### src/rtl/uart_rx_multi_if.sv
// Valid/ready word stream leaving the UART receiver: head-of-FIFO data plus
// the error tags captured with that word.
interface uart_rx_multi_if #(
  parameter int DATA_BITS = 8
);
  logic [DATA_BITS-1:0] out_data;
  logic                 out_parity_err;
  logic                 out_frame_err;
  logic                 out_valid;
  logic                 out_ready;

  modport master (
    output out_data,
    output out_parity_err,
    output out_frame_err,
    output out_valid,
    input  out_ready
  );

  modport slave (
    input  out_data,
    input  out_parity_err,
    input  out_frame_err,
    input  out_valid,
    output out_ready
  );
endinterface

### src/rtl/uart_rx_multi.sv
// Configurable UART receiver: 2-flop input synchroniser, 16x oversampling
// with 3-sample majority vote, parity/stop checking with per-word error tags,
// and a power-of-two receive FIFO with sticky overrun.
module uart_rx_multi #(
  parameter int CLK_FREQ_HZ = 50_000_000,
  parameter int BAUD_RATE   = 115200,
  parameter int DATA_BITS   = 8,
  parameter int PARITY      = 0,
  parameter int STOP_BITS   = 1,
  parameter int FIFO_DEPTH  = 16
) (
  input  logic                          clk,
  input  logic                          rst_n,
  input  logic                          in,
  uart_rx_multi_if.master               bus,
  output logic                          overrun,
  input  logic                          overrun_clr,
  output logic [$clog2(FIFO_DEPTH):0]   fifo_level
);

  localparam int OS_CYCLES = CLK_FREQ_HZ / (BAUD_RATE * 16);
  localparam int OS_W      = (OS_CYCLES > 1) ? $clog2(OS_CYCLES) : 1;
  localparam int AW        = $clog2(FIFO_DEPTH);
  localparam int PW        = AW + 1;
  localparam int WORD_W    = DATA_BITS + 2;
  localparam int BC_W      = 4;

  if (DATA_BITS < 5 || DATA_BITS > 9) begin : g_bad_data_bits
    $error("uart_rx_multi: DATA_BITS must be in 5..9");
  end
  if (PARITY < 0 || PARITY > 2) begin : g_bad_parity
    $error("uart_rx_multi: PARITY must be 0, 1 or 2");
  end
  if (STOP_BITS < 1 || STOP_BITS > 2) begin : g_bad_stop_bits
    $error("uart_rx_multi: STOP_BITS must be 1 or 2");
  end
  if (FIFO_DEPTH < 2 || (FIFO_DEPTH & (FIFO_DEPTH - 1)) != 0) begin : g_bad_depth
    $error("uart_rx_multi: FIFO_DEPTH must be a power of two >= 2");
  end
  if (OS_CYCLES < 1) begin : g_bad_rate
    $error("uart_rx_multi: CLK_FREQ_HZ too low for 16x oversampling of BAUD_RATE");
  end

  typedef enum logic [2:0] {
    S_IDLE,
    S_START,
    S_DATA,
    S_PARITY,
    S_STOP,
    S_BREAK
  } state_t;

  state_t state, state_nxt;

  logic rx_p0, rx_p1, rx_s;

  // Input synchroniser: the line is asynchronous, idle-high after reset.
  always_ff @(posedge clk) begin
    if (!rst_n) begin
      rx_p0 <= 1'b1;
      rx_p1 <= 1'b1;
    end else begin
      rx_p0 <= in;
      rx_p1 <= rx_p0;
    end
  end

  assign rx_s = rx_p1;

  logic start_det;
  assign start_det = (state == S_IDLE) && !rx_s;

  // Oversample tick generation and bit-phase tracking.
  logic [OS_W-1:0] os_cnt;
  logic            tick;
  logic [3:0]      ph, ph_nxt;
  logic            dec, eob;

  assign tick   = (os_cnt == OS_W'(OS_CYCLES - 1));
  assign ph_nxt = ph + 4'd1;
  assign dec    = tick && (ph_nxt == 4'd9);
  assign eob    = tick && (ph_nxt == 4'd15);

  // Divider realigned to the start edge so the sample ticks sit mid-bit.
  always_ff @(posedge clk) begin
    if (!rst_n || start_det) begin
      os_cnt <= '0;
    end else if (tick) begin
      os_cnt <= '0;
    end else begin
      os_cnt <= os_cnt + 1'b1;
    end
  end

  // Tick index within the current bit; wraps every 16 ticks.
  always_ff @(posedge clk) begin
    if (!rst_n || start_det) begin
      ph <= '0;
    end else if (tick) begin
      ph <= ph_nxt;
    end
  end

  logic s7, s8, vote;

  // Hold the first two mid-bit samples until the deciding third tick.
  always_ff @(posedge clk) begin
    if (tick && ph_nxt == 4'd7) s7 <= rx_s;
    if (tick && ph_nxt == 4'd8) s8 <= rx_s;
  end

  assign vote = (s7 & s8) | (s7 & rx_s) | (s8 & rx_s);

  logic [BC_W-1:0]      bit_cnt;
  logic [DATA_BITS-1:0] shreg;
  logic                 perr_r, ferr_r;
  logic                 shift_en, par_chk, stop_chk, push, cnt_clr, cnt_inc;
  logic                 par_ok;
  logic [WORD_W-1:0]    push_word;

  // Frame state register.
  always_ff @(posedge clk) begin
    if (!rst_n) begin
      state <= S_IDLE;
    end else begin
      state <= state_nxt;
    end
  end

  // Frame sequencing: next state plus datapath strobes for each bit decision.
  always_comb begin
    state_nxt = state;
    shift_en  = 1'b0;
    par_chk   = 1'b0;
    stop_chk  = 1'b0;
    push      = 1'b0;
    cnt_clr   = 1'b0;
    cnt_inc   = 1'b0;
    case (state)
      S_IDLE: begin
        if (!rx_s) state_nxt = S_START;
      end
      S_START: begin
        if (dec && vote) begin
          state_nxt = S_IDLE;
        end else if (eob) begin
          state_nxt = S_DATA;
          cnt_clr   = 1'b1;
        end
      end
      S_DATA: begin
        if (dec) shift_en = 1'b1;
        if (eob) begin
          if (bit_cnt == BC_W'(DATA_BITS - 1)) begin
            cnt_clr   = 1'b1;
            state_nxt = (PARITY != 0) ? S_PARITY : S_STOP;
          end else begin
            cnt_inc = 1'b1;
          end
        end
      end
      S_PARITY: begin
        if (dec) par_chk = 1'b1;
        if (eob) state_nxt = S_STOP;
      end
      S_STOP: begin
        if (dec) begin
          stop_chk = 1'b1;
          if (bit_cnt == BC_W'(STOP_BITS - 1)) begin
            push      = 1'b1;
            state_nxt = (ferr_r || !vote) ? S_BREAK : S_IDLE;
          end
        end
        if (eob) cnt_inc = 1'b1;
      end
      S_BREAK: begin
        if (rx_s) state_nxt = S_IDLE;
      end
      default: state_nxt = S_IDLE;
    endcase
  end

  // Bit counter shared by the data and stop phases.
  always_ff @(posedge clk) begin
    if (!rst_n || start_det || cnt_clr) begin
      bit_cnt <= '0;
    end else if (cnt_inc) begin
      bit_cnt <= bit_cnt + 1'b1;
    end
  end

  // LSB-first shift: each voted bit enters at the top and moves down.
  always_ff @(posedge clk) begin
    if (shift_en) shreg <= {vote, shreg[DATA_BITS-1:1]};
  end

  assign par_ok = (PARITY == 1) ? (^{shreg, vote}) : ~(^{shreg, vote});

  // Per-word error tags, cleared at each new start bit.
  always_ff @(posedge clk) begin
    if (start_det) begin
      perr_r <= 1'b0;
      ferr_r <= 1'b0;
    end else begin
      if (par_chk)  perr_r <= ~par_ok;
      if (stop_chk) ferr_r <= ferr_r | ~vote;
    end
  end

  assign push_word = {ferr_r | ~vote, perr_r, shreg};

  logic [WORD_W-1:0] mem [FIFO_DEPTH];
  logic [PW-1:0]     wr_ptr, rd_ptr, level;
  logic              full, empty, pop, wr_en;
  logic [WORD_W-1:0] head;

  assign level = wr_ptr - rd_ptr;
  assign full  = (level == PW'(FIFO_DEPTH));
  assign empty = (level == '0);
  assign pop   = !empty && bus.out_ready;
  assign wr_en = push && (!full || pop);

  // FIFO storage; a push into a full FIFO is accepted only alongside a pop.
  always_ff @(posedge clk) begin
    if (wr_en) mem[wr_ptr[AW-1:0]] <= push_word;
  end

  // FIFO pointers, wrapping naturally with one extra bit for full/empty.
  always_ff @(posedge clk) begin
    if (!rst_n) begin
      wr_ptr <= '0;
      rd_ptr <= '0;
    end else begin
      if (wr_en) wr_ptr <= wr_ptr + 1'b1;
      if (pop)   rd_ptr <= rd_ptr + 1'b1;
    end
  end

  // Sticky overrun; a new drop outranks a simultaneous clear.
  always_ff @(posedge clk) begin
    if (!rst_n) begin
      overrun <= 1'b0;
    end else if (push && full && !pop) begin
      overrun <= 1'b1;
    end else if (overrun_clr) begin
      overrun <= 1'b0;
    end
  end

  assign head               = mem[rd_ptr[AW-1:0]];
  assign fifo_level         = level;
  assign bus.out_valid      = !empty;
  assign bus.out_data       = empty ? '0   : head[DATA_BITS-1:0];
  assign bus.out_parity_err = empty ? 1'b0 : head[DATA_BITS];
  assign bus.out_frame_err  = empty ? 1'b0 : head[DATA_BITS+1];

endmodule

### src/flat_wrapper.sv
// flat-port wrapper written by rule: the top's interface ports become plain ports
module uart_rx_multi_flat 
#(
  parameter int CLK_FREQ_HZ = 50_000_000,
  parameter int BAUD_RATE   = 115200,
  parameter int DATA_BITS   = 8,
  parameter int PARITY      = 0,
  parameter int STOP_BITS   = 1,
  parameter int FIFO_DEPTH  = 16
)
  (clk, rst_n, in, overrun, overrun_clr, fifo_level, bus_out_data, bus_out_parity_err, bus_out_frame_err, bus_out_valid, bus_out_ready);
  uart_rx_multi_if #(.DATA_BITS(DATA_BITS)) bus_i ();
  input  logic clk;
  input  logic rst_n;
  input  logic in;
  output logic overrun;
  input  logic overrun_clr;
  output logic [$clog2(FIFO_DEPTH):0] fifo_level;
  output wire logic [$bits(bus_i.out_data)-1:0] bus_out_data;
  output wire logic [$bits(bus_i.out_parity_err)-1:0] bus_out_parity_err;
  output wire logic [$bits(bus_i.out_frame_err)-1:0] bus_out_frame_err;
  output wire logic [$bits(bus_i.out_valid)-1:0] bus_out_valid;
  input wire logic [$bits(bus_i.out_ready)-1:0] bus_out_ready;
  assign bus_out_data = bus_i.out_data;
  assign bus_out_parity_err = bus_i.out_parity_err;
  assign bus_out_frame_err = bus_i.out_frame_err;
  assign bus_out_valid = bus_i.out_valid;
  assign bus_i.out_ready = bus_out_ready;
  uart_rx_multi #(.CLK_FREQ_HZ(CLK_FREQ_HZ), .BAUD_RATE(BAUD_RATE), .DATA_BITS(DATA_BITS), .PARITY(PARITY), .STOP_BITS(STOP_BITS), .FIFO_DEPTH(FIFO_DEPTH)) u_core (.clk(clk), .rst_n(rst_n), .in(in), .bus(bus_i), .overrun(overrun), .overrun_clr(overrun_clr), .fifo_level(fifo_level));
endmodule
### config.mk
export PLATFORM = sky130hd
export DESIGN_NAME = uart_rx_multi_flat
export DESIGN_NICKNAME = d
export VERILOG_FILES = /design/src/rtl/uart_rx_multi_if.sv /design/src/rtl/uart_rx_multi.sv /design/src/flat_wrapper.sv
export SDC_FILE = /design/constraint.sdc
export NUM_CORES = 1
export LEC_CHECK = 0
export ABC_CLOCK_PERIOD_IN_PS = 8300
export CORE_MARGIN = 10
export CORE_UTILIZATION = 35
export CTS_CLUSTER_DIAMETER = 100
export DETAILED_ROUTE_END_ITERATION = 7
export PLACE_DENSITY_LB_ADDON = 0.1
export SYNTH_ARGS = -nofsm -noshare
export SYNTH_HDL_FRONTEND = slang
export SYNTH_SLANG_ARGS = --single-unit
### constraint.sdc
create_clock -name clk -period 8.3 [get_ports clk]
set_input_delay 1.66 -clock clk [delete_from_list [all_inputs] [get_ports clk]]
set_output_delay 1.66 -clock clk [all_outputs]
set_load 0.005 [all_outputs]
======== Word level (Yosys, flattened, before mapping) ========
Memory sizes are Yosys's and may differ from the RTL's. A register that Yosys moved wholly into a read port is not among the register bits.
Index checks and enable logic that the tools add are counted.
storage, ports and cells
  word-level logic and storage cells ...... 110
  input port bits ......................... 5
  register bits ........................... 41
  memories kept ........................... 1
  RAM bits ................................ 160
  output and inout bits ................... 17
memories
  name        depth  width  rd ports  clocked after memory_dff  wr ports  RTL line              source
  u_core.mem  16     10     1         1                         1         uart_rx_multi.sv:212  logic [WORD_W-1:0] mem [FIFO_DEPTH];
operators by class
  muxes and demuxes ....................... 35
  add/sub/neg operators ................... 6
  equality and inequality tests ........... 20
  bitwise operators ....................... 7
  reduce and logical (&&, ||, !) cells .... 27
operator list
  operator               number
  $mux W3                10
  $mux W1                19
  $pmux W3 S6            1
  $add A5 B1 Y5 const B  3
  $eq A4 B4 Y1 const B   3
  $ne A2 B1 Y1 const B   6
  $eq A5 B5 Y1 const B   2
  $logic_and A1 B1 Y1    10
  $reduce_xor A9 Y1      1
  $add A4 B1 Y4 const B  2
  $eq A4 B3 Y1 const B   2
  $mux W4                2
  $mux W8                1
  $reduce_and A8 Y1      1
  $eq A3 B2 Y1 const B   2
  $eq A3 B3 Y1 const B   2
  $logic_not A1 Y1       6
  $logic_not A5 Y1       1
  $sub A5 B5 Y5          1
  $logic_not A4 Y1       1
  $logic_or A1 B1 Y1     4
  $pmux W1 S2            2
  $and A1 B1 Y1          3
  $eq A3 B1 Y1 const B   1
  7 further kinds        9

======== Logic depth before layout (Yosys ltp) ========
Gate-level depths: netlist (run 1).
  depth after elaboration ................. 9
  gate-level depth with buffers ........... 10
  depth with buffers taken out ............ 9

======== Worst setup path before layout (run 1) ========
Ideal clock, no wire load.
  path kind ............................... register to output
  start ................................... reg u_core.wr_ptr[0]
  end ..................................... out bus_out_data[0]
  buffers on the path ..................... 1
  cell stages (with the launch flop) ...... 9
  slack ................................... 4.419 ns
  data required time ...................... 6.640 ns
  arrival time ............................ 2.221 ns
  cell sequence ........................... dfxtp_1 inv_1 ha_1 fa_1 inv_1 or3_1 a221oi_4 buf_2 nor2b_1
between the ends
  longest elaborated chain between the ends .. 3
ends and longest elaborated chain
  what                      RTL line              source
  start: declaration        uart_rx_multi.sv:213  logic [PW-1:0] wr_ptr, rd_ptr, level;
  start signal: assignment  uart_rx_multi.sv:234  if (wr_en) wr_ptr <= wr_ptr + 1'b1;
  $sub A5 B5 Y5             uart_rx_multi.sv:217  assign level = wr_ptr - rd_ptr;
  named net fifo_level[1]   flat_wrapper.sv:18    output logic [$clog2(FIFO_DEPTH):0] fifo_level;
  $logic_not A5 Y1          uart_rx_multi.sv:219  assign empty = (level == '0);
  $mux W8                   uart_rx_multi.sv:253  assign bus.out_data = empty ? '0 : head[DATA_BITS-1:0];
  end: declaration          flat_wrapper.sv:19    output wire logic [$bits(bus_i.out_data)-1:0] bus_out_data;
The timed path passes the listed nets, and every way through them passes these cells.

======== Worst setup path in the final report (run 1) ========
  start ................................... reg u_core.wr_ptr[0]
  end ..................................... out bus_out_data[4]
between the ends
  longest elaborated chain between the ends .. 3
ends and longest elaborated chain
  what              RTL line
  $sub A5 B5 Y5     uart_rx_multi.sv:217
  $logic_not A5 Y1  uart_rx_multi.sv:219
  $mux W8           uart_rx_multi.sv:253
Every way passes these cells.

==> flow_summary.yaml, run 1 <==
worst_setup_path:
  critPathLaunchType: "flop"
  crit_top_cell: "inv_1"
  endpoint_kind: "primary output"
  reg2reg_depth: 9
  r2r_start: "u_core.wr_ptr[0]"
  critPathTopFamily: "compound AO/OA/AOI/OAI gates"
  crit_required_ns: 6.64
  crit_arrival_ns: 3.66
  crit_chain: "inv_1 > ha_1 > fa_1 > inv_1 > or3_1 > a221oi_4 > nor2b_1 > clkdlybuf4s50_1"
  cpPeakStageDelay_ns: 0.75
  cp_max_fo: 19
  crit_slowest_cell: "a221oi_4"
  path_class: "reg2out"
  r2r_slack_ns: 4.69
  r2r_end: "u_core.mem[1][7]"
  path_buf_inv: 3
synthesis:
  synth_fp_nets: 535
  synthFlopType: "edfxtp_1"
  ys_top_cells_by_area: "edfxtp_1 (59%), mux4_2 (13%), dfxtp_1 (8.1%)"
  syn_area_um2: 8650
  synth_cells: 512
  ys_seq_area_share_pct: 67.1
  synth_warnings: 0
  synthArstFlopShare_pct: 0
  yosysTopAreaCellShare_pct: 59.0
  synth_cell_types: 52
  ys_ff_latch: 205
  synth.largest_area_cell: "edfxtp_1"
  syn_avg_cell_area_um2: 16.9
  synth-edff-count: 170
worst_hold_path:
  hold_depth: 1
  min_to: "u_core.rx_p1"
  hp-class: "reg2reg"
  min_from: "u_core.rx_p0"
clocking:
  cts_made_buffers: 23
  cts.sinks: 205
  cts_hold_buf: 0
  clk_latency_ns: 0.51
  cts_resized: 0
  cts_tree: "done"
  path_clk_slew_ns: 0.06
  cts_setup_buffers: 0
  clockRootBuffer: "clkbuf_16"
  htree_levels: 1
  cts.path.max_buffers: 3
sta:
  max_clock_freq_ghz: 0.188
  slew_viol_final: 0
  clock_skew_ns: 0.0108
  tightest_slew_ns: 0.979
  rsz0062_at_grt: "no"
  finalCriticalPeriod_ns: 5.32
  slew-limit-headroom_pct: 34.5
  hold_viol: 0
  period_share_pct: 64.1
  setup_viol: 0
  totalNegativeSetupSlack_ns: 0
detailed_routing:
  drtPass1Iterations: 4
  vias_per_cell: 5.02
  drtAntennaViolNets: 0
  routed_wl_um: 18800
  avgRoutedWirePerCell_um: 21.3
  drt-initial-drc-count: 289
  via_count: 4432
  drc: 0
power:
  p_leak_uw: 0.00311
  power_density_nw_per_um2: 277
  vdd_drop_max_v: 0.000221
grt:
  grt_overflow: 0
  grt_first_pass_wirelength_um: 29000
  grt_usage_pct: 12.2
  grt_pass1_vias: 4708
  antenna_found_initial: 0
  grt_max_degree: 41
finish:
  final_cell_mix: "edfxtp_1 (170), mux4_2 (50), dfxtp_1 (33)"
  fin_cells: 883
  drive_gt1_share_pct: 19.2
  num-nets-final: 564
  final_area_um2: 10000
  syn2layout_area_growth_pct: 15.7
  final_common_cell: "edfxtp_1"
floorplan:
  die_h_um: 177
  initial_core_util_pct: 35.6
  core_um2: 24300
  die_w_um: 177
  rows: 57
  die-area_um2: 31400
  ios: 22
placement:
  dpl_cell_area_um2: 9190
  placed_cells: 840
  dp_hpwl_um: 11800
  io_buffer_count: 21
  gp_congestion: 0.773
outcome:
  status: "complete, no violations"
run:
  cap_viol_max_count: 0
-- logic make-up after synthesis --
| kind of cell | count (synthesis) | share of synthesized area [%] |
|---|---|---|
| adders and majority gates | 18 | 2.69 |
| xor gates and xnor gates | 19 | 2.01 |
| DFF | 205 | 67.1 |
| muxes | 59 | 14.1 |
| and+or+nand+nor | 126 | 8.24 |
| buffers and inverters | 38 | 1.98 |
| AOI/OAI and AO/OA | 47 | 3.90 |
-- worst max path at each step --
stage,start,to,cells past startpoint
2_1_floorplan,u_core.wr_ptr[0],bus_out_data[0],8
3_3_place_gp,flop,bus_out_frame_err,5
3_5_place_dp,u_core.wr_ptr[0],bus_out_data[4],8
4_1_cts,u_core.wr_ptr[0],bus_out_data[4],8
5_1_grt,u_core.wr_ptr[0],bus_out_data[4],8
6_report,u_core.wr_ptr[0],bus_out_data[4],8
-- routing by layer --
| layer | routed length, µm | GRT usage (%) |
|---|---|---|
| met1 | 8590 | 16.1 |
| met5 | 0 | 0 |
| met3 | 872 | 2.39 |
| met4 | 230 | 2.87 |
| met2 | 9080 | 20.4 |
-- metrics by stage --
| step | setup slack (ns) | power, µW | util (%) | hold WS, ns |
|---|---|---|---|---|
| after floorplan | 4.42 | 1530 | - | 0.386 |
| after global placement | 3.49 | 1750 | 37.8 | 0.397 |
| after detailed placement | 3.47 | 1750 | 37.8 | 0.406 |
| after CTS | 2.89 | 2820 | 41.1 | 0.420 |
| after global routing | 2.72 | 2900 | 41.1 | 0.443 |
| final | 2.98 | 2770 | 41.1 | 0.412 |
-- cell usage after synthesis (7+ instances only) --
| cell type | n |
|---|---|
| mux4_2 | 50 |
| or3_1 | 7 |
| dfxtp_1 | 35 |
| clkbuf_1 | 9 |
| xnor2_1 | 12 |
| inv_1 | 19 |
| o21ai_1 | 7 |
| nor2b_1 | 17 |
| nor2_1 | 20 |
| nand2_1 | 17 |
| nand2b_1 | 8 |
| edfxtp_1 | 170 |
| o21ai_0 | 7 |
| mux2i_1 | 9 |
| and3_1 | 18 |
| ha_1 | 17 |
| a21oi_1 | 11 |
| nand3_1 | 12 |
-- cell type report --
class                      count  area [µm²]
antenna                        1        2.50
inverter                      19        71.3
multi-input combinational    269        2680
tap                          324         405
fill                        2181       14300
sequential                   205        5810
timing repair buffer          23         225
clock buffer                  35         748
clock inverter                 7        65.1
-- state kept, by name, indices dropped and copies added, names as in the netlist, 3 cells and up, named ones only --
name	flops
u_core.bit_cnt	4
u_core.mem	160
u_core.os_cnt	5
u_core.ph	4
u_core.rd_ptr	5
u_core.shreg	8
u_core.state	3
u_core.wr_ptr	5
-- report_power, final --
part           internal (µW)  switching, µW
Sequential              1120           56.2
Clock                    655            399
Combinational            308            240
Total                   2080            695
No activity file was read; power rests on OpenSTA's default activity.
==> run 2, diff against run 1 <==
--- a/config.mk
+++ b/config.mk
@@ -5,7 +5,7 @@
 export SDC_FILE = /design/constraint.sdc
 export NUM_CORES = 1
 export LEC_CHECK = 0
-export ABC_CLOCK_PERIOD_IN_PS = 8300
+export ABC_CLOCK_PERIOD_IN_PS = 4900
 export CORE_MARGIN = 10
 export CORE_UTILIZATION = 35
 export CTS_CLUSTER_DIAMETER = 100
==> constraint.sdc (replaced) <==
create_clock -name clk -period 4.9 [get_ports clk]
set_input_delay 0.98 -clock clk [delete_from_list [all_inputs] [get_ports clk]]
set_output_delay 0.98 -clock clk [all_outputs]
set_load 0.005 [all_outputs]
==> flow_summary.yaml, run 2 (same netlist as run 1, synthesis figures left out) <==
sta:
  slew-limit-headroom_pct: 32.6
  totalNegativeSetupSlack_ns: 0
  finalCriticalPeriod_ns: 4.55
  max_clock_freq_ghz: 0.220
  tightest_slew_ns: 1.01
  setup_viol: 0
  clock_skew_ns: 0.0165
  rsz0062_at_grt: "no"
  whs_ns: 0.413
  slew_viol_final: 0
  hold_viol: 0
  period_share_pct: 92.9
clocking:
  clk_latency_ns: 0.51
  cts.sinks: 205
  clockRootBuffer: "clkbuf_16"
  cts_resized: 0
  cts_tree: "done"
  cts_setup_buffers: 0
  cts.path.max_buffers: 3
  cts_hold_buf: 0
  path_clk_slew_ns: 0.06
  htree_levels: 1
  cts_made_buffers: 24
finish:
  diodes: 0
  largest_reg_flops: 160
  drive_gt1_share_pct: 18.4
  num-nets-final: 565
  fin_util_pct: 40.8
  syn2layout_area_growth_pct: 14.6
  fillers: 2204
  final_common_cell: "edfxtp_1"
  final_cell_mix: "edfxtp_1 (170), mux4_2 (50), dfxtp_1 (33)"
detailed_routing:
  avgRoutedWirePerCell_um: 21.2
  drc: 0
  drtAntennaViolNets: 0
  via_count: 4484
  drt-initial-drc-count: 273
  drtPass1Iterations: 4
  vias_per_cell: 5.07
  routed_wl_um: 18700
grt:
  grt_first_pass_wirelength_um: 28600
  grt_usage_pct: 12.2
  grt_pass1_vias: 4698
  grt_overflow: 0
  grt_max_degree: 41
  antenna_found_initial: 1
worst_setup_path:
  endpoint_kind: "primary output"
  crit_required_ns: 3.92
  cp_max_fo: 18
  critPathLaunchType: "flop"
  reg2reg_depth: 9
  path_class: "reg2out"
  crit_arrival_ns: 3.57
floorplan:
  ios: 22
  initial_core_util_pct: 35.6
  rows: 57
  die-area_um2: 31400
  die_h_um: 177
  die_w_um: 177
  core_um2: 24300
placement:
  gp_congestion: 0.787
  io_buffer_count: 21
  dp_hpwl_um: 11600
outcome:
  status: "complete, no violations"
worst_hold_path:
  hp-class: "reg2reg"
  hold_depth: 1
run:
  cap_viol_max_count: 0
power:
  power_density_nw_per_um2: 456
  p_leak_uw: 0.00306
  vdd_drop_max_v: 0.000233
==> run 2: cell types whose count changed in the layout (fill, tap and decap cells not counted), moves of 2 or more <==
| cell | previous run | this run |
|---|---|---|
| clkbuf_1 | 4 | 6 |
| clkbuf_16 | 28 | 25 |
| clkbuf_8 | 2 | 0 |
| clkinv_1 | 2 | 6 |
| clkinv_2 | 2 | 4 |
| clkinvlp_4 | 0 | 2 |
==> run 2: final timing paths <==
kind | start | end | slack, ns
min | u_core.rx_p0 | u_core.rx_p1 | 0.41
min reg2reg | u_core.rx_p0 | u_core.rx_p1 | 0.41
max reg2reg | u_core.wr_ptr[0] | u_core.mem[6][4] | 1.27
max | u_core.wr_ptr[0] | bus_out_valid | 0.35
==> run 2: power breakdown <==
| part | switching, µW | total (µW) | internal, µW | leakage [µW] |
|---|---|---|---|---|
| combinational | 410 | 942 | 532 | 0.000993 |
| sequential | 88.9 | 1980 | 1890 | 0.00172 |
| clock | 668 | 1600 | 931 | 0.000345 |
==> run 2: layer usage <==
layer	part of all wire, %	global-route usage, %
met5	0	0
met4	2.8	3.89
met3	4.6	2.33
met2	47	19.9
met1	45	16.0
==> run 2: area by class of cell <==
class / instances / area, µm² / share of cell area (%)
Clock buffer: 31 / 648 / 6.54
Clock inverter: 13 / 66.3 / 0.669
Inverter: 19 / 71.3 / 0.719
Multi-Input combinational cell: 269 / 2680 / 27.0
Sequential cell: 205 / 5810 / 58.6
Tap cell: 324 / 405 / 4.09
Timing Repair Buffer: 23 / 238 / 2.40
==> run 2: metrics by stage <==
stage / worst slack [ns] / instance area (µm²) / std cells / power [µW]
final: 0.349 / 9920 / 884 / 4520
after global routing: 0.0607 / 9920 / 884 / 4760
after CTS: 0.288 / 9920 / 884 / 4590
after detailed placement: 0.849 / 9200 / 840 / 2980
after global placement: 1.01 / 9200 / 840 / 2970
after floorplan: 1.70 / 8650 / 512 / 2600
==> run 2: critical path: stages, from the launching register on <==
cell	delay (ns)
dfxtp_1	0.39
inv_1	0.12
ha_1	0.22
fa_1	0.50
inv_1	0.05
or3_1	0.44
a221oi_4	0.70
inv_1	0.12
clkdlybuf4s50_1	0.49
